## config.mk

```make
export PLATFORM = sky130hd
export DESIGN_NAME = fifo_wr_arbiter
export DESIGN_NICKNAME = d
export VERILOG_FILES = /design/src/rtl/fifo_wr_arbiter.sv
export SDC_FILE = /design/constraint.sdc
export NUM_CORES = 1
export LEC_CHECK = 0
export ABC_AREA = 1
export BUFFER_PORTS_ARGS = -buffer_cell sky130_fd_sc_hd__buf_2
export CAP_MARGIN = 0
export CORE_AREA = 2 2 68 70
export DETAILED_ROUTE_END_ITERATION = 6
export DIE_AREA = 0 0 70 72
export GPL_TIMING_DRIVEN = 0
export PLACE_DENSITY = 0.89
export SYNTH_ARGS = -nofsm -noshare
export SYNTH_HDL_FRONTEND = slang
export SYNTH_SLANG_ARGS = --single-unit
```

## constraint.sdc

```tcl
create_clock -name clk -period 2.29 [get_ports clk]
set_input_delay 0.229 -clock clk [delete_from_list [all_inputs] [get_ports clk]]
set_output_delay 0.229 -clock clk [all_outputs]
set_load 0.03 [all_outputs]
```

## src/rtl/fifo_wr_arbiter.sv

```systemverilog
// Round-robin arbiter sharing one FIFO write port among NUM_REQ producers.
// Ports: clk, rst_n, req/data/gnt (producers), fifo_* (FIFO side), err_overflow; ARB_STATS_EN adds wr_count/stall_count.
module fifo_wr_arbiter #(
  parameter int FIFO_WIDTH = 16,
  parameter int NUM_REQ    = 4,
  parameter int MAX_BURST  = 2
) (
  input  logic                          clk,
  input  logic                          rst_n,
  input  logic [NUM_REQ-1:0]            req,
  input  logic [NUM_REQ*FIFO_WIDTH-1:0] data,
  output logic [NUM_REQ-1:0]            gnt,
  output logic                          fifo_wr_en,
  output logic [FIFO_WIDTH-1:0]         fifo_data_in,
  input  logic                          fifo_full,
  input  logic                          fifo_almostfull,
  input  logic                          fifo_overflow,
  output logic                          err_overflow
`ifdef ARB_STATS_EN
  ,
  output logic [15:0]                   wr_count,
  output logic [15:0]                   stall_count
`endif
);

  localparam int IW = $clog2(NUM_REQ);

  localparam logic IDLE = 1'b0;
  localparam logic BUSY = 1'b1;

  logic                  state;
  logic [IW-1:0]         owner;
  logic [IW-1:0]         rr_ptr;
  logic [IW-1:0]         pick;
  logic [IW-1:0]         rr_next;
  logic [3:0]            burst_cnt;
  logic                  found;
  logic                  stall;
  logic                  xfer;
  logic                  last;
  logic                  rel;
  logic [FIFO_WIDTH-1:0] owner_data;

  // Almostfull only matters when a write is already registered:
  // that write takes the last free slot.
  assign stall = fifo_full | (fifo_almostfull & fifo_wr_en);

  always_comb begin
    int j;
    logic [IW-1:0] idx;
    j     = 0;
    idx   = '0;
    found = 1'b0;
    pick  = rr_ptr;
    for (int k = 0; k < NUM_REQ; k++) begin
      j = int'(rr_ptr) + k;
      if (j >= NUM_REQ) j = j - NUM_REQ;
      idx = IW'(j);
      if (!found && req[idx]) begin
        found = 1'b1;
        pick  = idx;
      end
    end
  end

  always_comb begin
    owner_data = '0;
    for (int i = 0; i < NUM_REQ; i++) begin
      if (owner == IW'(i))
        owner_data = data[i*FIFO_WIDTH +: FIFO_WIDTH];
    end
  end

  always_comb begin
    gnt = '0;
    if (state == BUSY && !stall)
      gnt[owner] = 1'b1;
  end

  assign xfer    = (state == BUSY) & req[owner] & ~stall;
  assign last    = (burst_cnt == 4'(MAX_BURST - 1));
  assign rel     = (state == BUSY) & ((xfer & last) | ~req[owner]);
  assign rr_next = (owner == IW'(NUM_REQ - 1)) ? '0 : owner + 1'b1;

  always_ff @(posedge clk or negedge rst_n) begin
    if (!rst_n) begin
      state        <= IDLE;
      owner        <= '0;
      rr_ptr       <= '0;
      burst_cnt    <= '0;
      fifo_wr_en   <= 1'b0;
      fifo_data_in <= '0;
    end else begin
      case (state)
        IDLE: begin
          fifo_wr_en <= 1'b0;
          if (found) begin
            owner     <= pick;
            burst_cnt <= '0;
            state     <= BUSY;
          end
        end
        BUSY: begin
          fifo_wr_en <= xfer;
          if (xfer) begin
            fifo_data_in <= owner_data;
            burst_cnt    <= burst_cnt + 4'd1;
          end
          if (rel) begin
            rr_ptr <= rr_next;
            state  <= IDLE;
          end
        end
        default: state <= IDLE;
      endcase
    end
  end

  always_ff @(posedge clk or negedge rst_n) begin
    if (!rst_n)
      err_overflow <= 1'b0;
    else if (fifo_overflow)
      err_overflow <= 1'b1;
  end

`ifdef ARB_STATS_EN
  always_ff @(posedge clk or negedge rst_n) begin
    if (!rst_n) begin
      wr_count    <= '0;
      stall_count <= '0;
    end else begin
      if (fifo_wr_en && wr_count != 16'hFFFF)
        wr_count <= wr_count + 16'd1;
      if (state == BUSY && req[owner] && stall &&
          stall_count != 16'hFFFF)
        stall_count <= stall_count + 16'd1;
    end
  end
`endif

endmodule

```

**After elaboration in Yosys (flattened, before gate mapping)**

Index checks and enable logic that the tools add are counted.

- Register bits after elaboration: 27
- Input port bits: 73
- Output and inout port bits: 22
- Logic and storage cells: 93

- Add/subtract/negate cells: 9
- Magnitude comparators: 10
- Equal/unequal tests: 6
- Multiplexer cells: 37
- Bitwise operators: 10
- Reductions and logical operators: 14

Operators with widths:

| kind | number |
|---|---|
| $mux W16 | 4 |
| $mux W2 | 9 |
| $lt A2 B3 Y1 const B | 5 |
| $mux W1 | 12 |
| $mux W4 | 3 |
| $bmux W1 S2 | 5 |
| $ge A3 B3 Y1 const B | 3 |
| $pmux W4 S2 | 1 |
| $reduce_and A2 Y1 | 4 |
| $sub A2 B1 Y2 const B | 4 |
| $add A2 B2 Y3 const B | 2 |
| $and A1 B1 Y1 | 5 |
| $logic_and A1 B1 Y1 | 5 |
| $add A4 B1 Y4 const B | 1 |
| $eq A2 B2 Y1 const B | 2 |
| $eq A4 B1 Y1 const B | 1 |
| $logic_not A1 Y1 | 4 |
| $pmux W1 S2 | 2 |
| $add A2 B1 Y3 const B | 1 |
| $ge A2 B3 Y1 const B | 1 |
| $not A1 Y1 | 3 |
| $add A2 B1 Y2 const B | 1 |
| $demux W1 S2 | 1 |
| $eq A2 B1 Y1 const B | 1 |
| 5 further kinds | 6 |

**Longest topological paths before layout**

- Depth after elaboration: 16
- Gate-level depth with buffers: 13
- Mapped depth without buffers: 12

**Worst setup path before layout**

OpenSTA, ideal clock, no wires.

- Kind: register to output
- From: register owner[0]
- To: output port gnt[2]
- Data arrival time: 1.639 ns
- Data required time: 2.061 ns
- Setup slack: 0.422 ns
- Cell stages (with the launch flop): 7
- Path buffers: 2
- Cells stage by stage: dfrtp_1 > inv_1 > ha_1 > buf_2 > clkinv_1 > clkbuf_1 > nor2_1

- Longest elaborated chain between the ends: 5
- Elaborated cells on any way between the ends: 6
- Those cells by class: order compare (2); mux (3); reduce/logical (1)

Ends and longest elaborated chain:

| what | line | RTL |
|---|---|---|
| start, declared | 32 | `logic [IW-1:0] owner;` |
| start signal, assigned | 98 | `owner <= pick;` |
| $lt A2 B3 Y1 (not written as such) / $ge A2 B1 Y1 (equally long branches) | 77 | `gnt[owner] = 1'b1;` |
| $logic_and A1 B1 Y1 (not written as such) | 77 |  |
| $mux W1 (not written as such) | 77 |  |
| $demux W1 S2 (*) | 77 |  |
| $mux W4 (*) | 76 | `if (state == BUSY && !stall)` |
| end, declared | 12 | `output logic [NUM_REQ-1:0] gnt,` |

Mark *: on every way between the ends. The rest lies on a longest branch, timed or not.

**Worst setup path in the final report**

Ends and elaborated chain as after synthesis.

==> flow_metrics.py <==
metrics = {
    "outcome": {
        "status": "finished clean",
    },
    "drt": {
        "vias": 2288,
        "viasPerCell": 5.19,
        "drtIter0Drc": 94,
        "final_antenna_net_count": 0,
        "wire_per_inst_microns": 12.5,
        "drcViolationCount": 0,
        "firstDrtPassIters": 4,
        "wl_microns": 5530,
    },
    "synthesis": {
        "syn-cell-area_sq_um": 1980,
        "netlist-cell-type-count": 26,
        "ys_ff_latch": 27,
        "synth_fa_ha_area_share_pct": 3.80,
        "ys_warn_count": 0,
        "synthMuxAreaShare_pct": 0,
        "synth_xor_area_share_pct": 0.886,
        "ys_seq_area_share_pct": 34.2,
        "synth_cells": 289,
        "synth_top_family_by_area": "simple AND/OR/NAND/NOR gates",
        "synth_compound_area_share_pct": 18.5,
        "avgSynthCellArea_sq_um": 6.84,
        "synthesis.nets": 368,
        "yosys.area_share.simple_pct": 35.6,
    },
    "die": {
        "core_sq_um": 4260,
        "io_pins": 95,
        "dieWidth_microns": 70,
        "die_area_sq_um": 5040,
        "start_util_pct": 46.4,
        "rows": 24,
        "die_h_microns": 72,
    },
    "setup_path": {
        "crit_buf_inv": 5,
        "crit_chain": "inv_1 > ha_1 > clkbuf_4 > clkinvlp_4 > clkbuf_2 > nor2_1 > clkbuf_4",
        "end_kind": "primary output",
        "slowest_delay_ns": 0.47,
        "critical_path.slowest_cell": "dfrtp_2",
        "arrival_ns": 1.91,
        "cp_max_fo": 10,
        "crit_top_cell": "clkbuf_4",
        "criticalPathCategory": "reg2out",
        "crit_required_ns": 2.06,
        "path_delay_family": "buffers and inverters",
        "crit_path_start_kind": "flip-flop",
    },
    "pwr": {
        "p_switching_uw": 1900,
        "p_leak_uw": 0.00135,
        "p_sw_share_pct": 52.9,
        "ir_worst_vdd_uv": 865,
        "power_density_nw_per_um2": 1380,
        "combPwrFrac_pct": 68.6,
        "pwr-share-clk_pct": 7.3,
        "pwr-share-seq_pct": 24.1,
        "p_int_uw": 1690,
    },
    "finish": {
        "multi_input_area_sq_um": 1160,
        "finalNetCount": 469,
        "areaGrowthSynthToFinish_pct": 31.3,
        "layout-drive-gt1-share_pct": 33.2,
        "num_antenna_cells": 0,
        "final_common_cell": "nand2_1",
        "regArea_sq_um": 677,
        "fin_util_pct": 60.9,
        "fillers": 411,
        "final_cell_mix": "107 x nand2_1, 99 x buf_2, 34 x nand3_1, 26 x dfrtp_1, 18 x a21oi_1",
        "final_cells": 441,
    },
    "clock_network": {
        "numCtsBuffers": 3,
        "root_buffer": "clkbuf_8",
        "clk_pin_slew_ns": 0.09,
        "cts_tree": "yes",
        "clock_sinks": 27,
        "worstSkewPairLatency_ns": 0.27,
        "htreeDepth": 1,
        "cts_buffer_depth": 2,
    },
    "sta": {
        "rsz0062_at_grt": "false",
        "worst_clock_skew_ns": 0.00969,
        "finalCritPeriodShare_pct": 93.6,
        "slew_viol_final": 0,
        "hold_viol_final": 0,
        "finalSetupViolations": 0,
        "worst_pin_slew_ns": 0.581,
        "final.setup.tns_ns": 0,
        "fmax_mhz": 466,
        "fin_crit_ns": 2.14,
        "relSlewSlack_pct": 61.2,
        "setup_ws_ns": 0.146,
    },
    "placed_design": {
        "dp_hpwl_microns": 4450,
        "dp.cells": 435,
        "dpl_worst_slack_ns": 0.240,
        "routabilityCongestion": 0.886,
        "port_buffers": 94,
    },
    "global_route": {
        "grt_pass1_vias": 2224,
        "grt_usage_pct": 22.5,
        "grt_overflow": 0,
        "grt_antenna_before_repair": 0,
        "grt_pass1_wl_microns": 9400,
        "grt_max_degree": 28,
    },
    "flow_run": {
        "drv_cap": 0,
    },
    "min_path": {
        "worstHoldPathType": "in2reg",
    },
}
[synth_stat cells, drive strengths merged]
library cell | instances | area share, %
a21oi | 18 | 4.6
buf | 9 | 2.7
clkbuf | 5 | 0.95
clkinv | 2 | 0.38
dfrtp | 27 | 34
ha | 6 | 3.8
inv | 16 | 3.0
nand2 | 112 | 22
nand3 | 35 | 9.1
nand4 | 1 | 0.32
nor2 | 16 | 3.7
o211ai | 16 | 6.1
o21a | 16 | 6.1
o21ai | 7 | 1.8
or2 | 1 | 0.32
xnor2 | 1 | 0.44
xor2 | 1 | 0.44
[path summary, 6_finish.rpt]
kind / start / end / slack, ns / depth (start not counted)
setup / recovery: owner[0] / gnt[2] / 0.15 / 7
hold / removal: fifo_overflow / err_overflow / 0.14 / 2
setup reg to reg: owner[1] / fifo_data_in[13] / 0.32 / 10
hold reg to reg: err_overflow / err_overflow / 0.48 / 1
max in group asynchronous: rst_n / owner[0] / 1.40 / 2
min in group asynchronous: rst_n / fifo_data_in[12] / 0.48 / 2
[power by group through the flow]
stage | Clock, uW | Sequential, uW | Combinational, uW
after global placement | 0 | 852 | 2340
final | 263 | 863 | 2460
after global routing | 296 | 896 | 2750
after detailed placement | 0 | 867 | 2420
after CTS | 274 | 863 | 2430
after floorplan | 0 | 1140 | 1510
[cell families (layout without fill, tap and decap cells)]
logic type | count (synthesis) | after routing
compound gates | 57 | 57
xor+xnor | 2 | 2
fa+ha+maj | 6 | 6
buf+inv | 32 | 132
flops | 27 | 27
simple gates | 165 | 165
[layout make-up]
| type | count | area share, % |
|---|---|---|
| Inverter | 18 | 2.89 |
| Clock inverter | 1 | 0.289 |
| Sequential cell | 27 | 26.1 |
| Tap cell | 52 | 2.51 |
| Timing Repair Buffer | 96 | 18.9 |
| Buffer | 14 | 3.04 |
| Clock buffer | 3 | 1.59 |
| Multi-Input combinational cell | 230 | 44.7 |
[flip-flops by register name (all words and copies together), names as in the netlist]
register,cells
err_overflow,1
burst_cnt,4
fifo_data_in,16
fifo_wr_en,1
state,1
owner,2
rr_ptr,2
[routing by layer]
layer	track usage [%]	share of wire, %	vias up
li1	-	-	1158
met5	0	0	-
met2	43.7	53	77
met3	3.89	6.3	4
met4	5.77	0.63	0
met1	25.6	40	1049
[per-stage QoR]
| step | hold WS [ns] | power (uW) | instance area, sq um |
|---|---|---|---|
| 3_3_place_gp | 0.259 | 3190 | 2510 |
| 3_5_place_dp | 0.260 | 3280 | 2510 |
| 5_1_grt | 0.130 | 3940 | 2600 |
| 2_1_floorplan | -0.0666 | 2660 | 1980 |
| 6_report | 0.142 | 3590 | 2600 |
| 4_1_cts | 0.139 | 3560 | 2570 |
[repair_timing]
action                                 CTS  global route
endpoints found under the hold margin   27             0
hold buffers                             1             0
setup endpoints to repair                1             3
gates cloned                             0             0
setup buffers                            0             1
gates resized for setup                  1             9
Power figures use the tool's default switching activity.
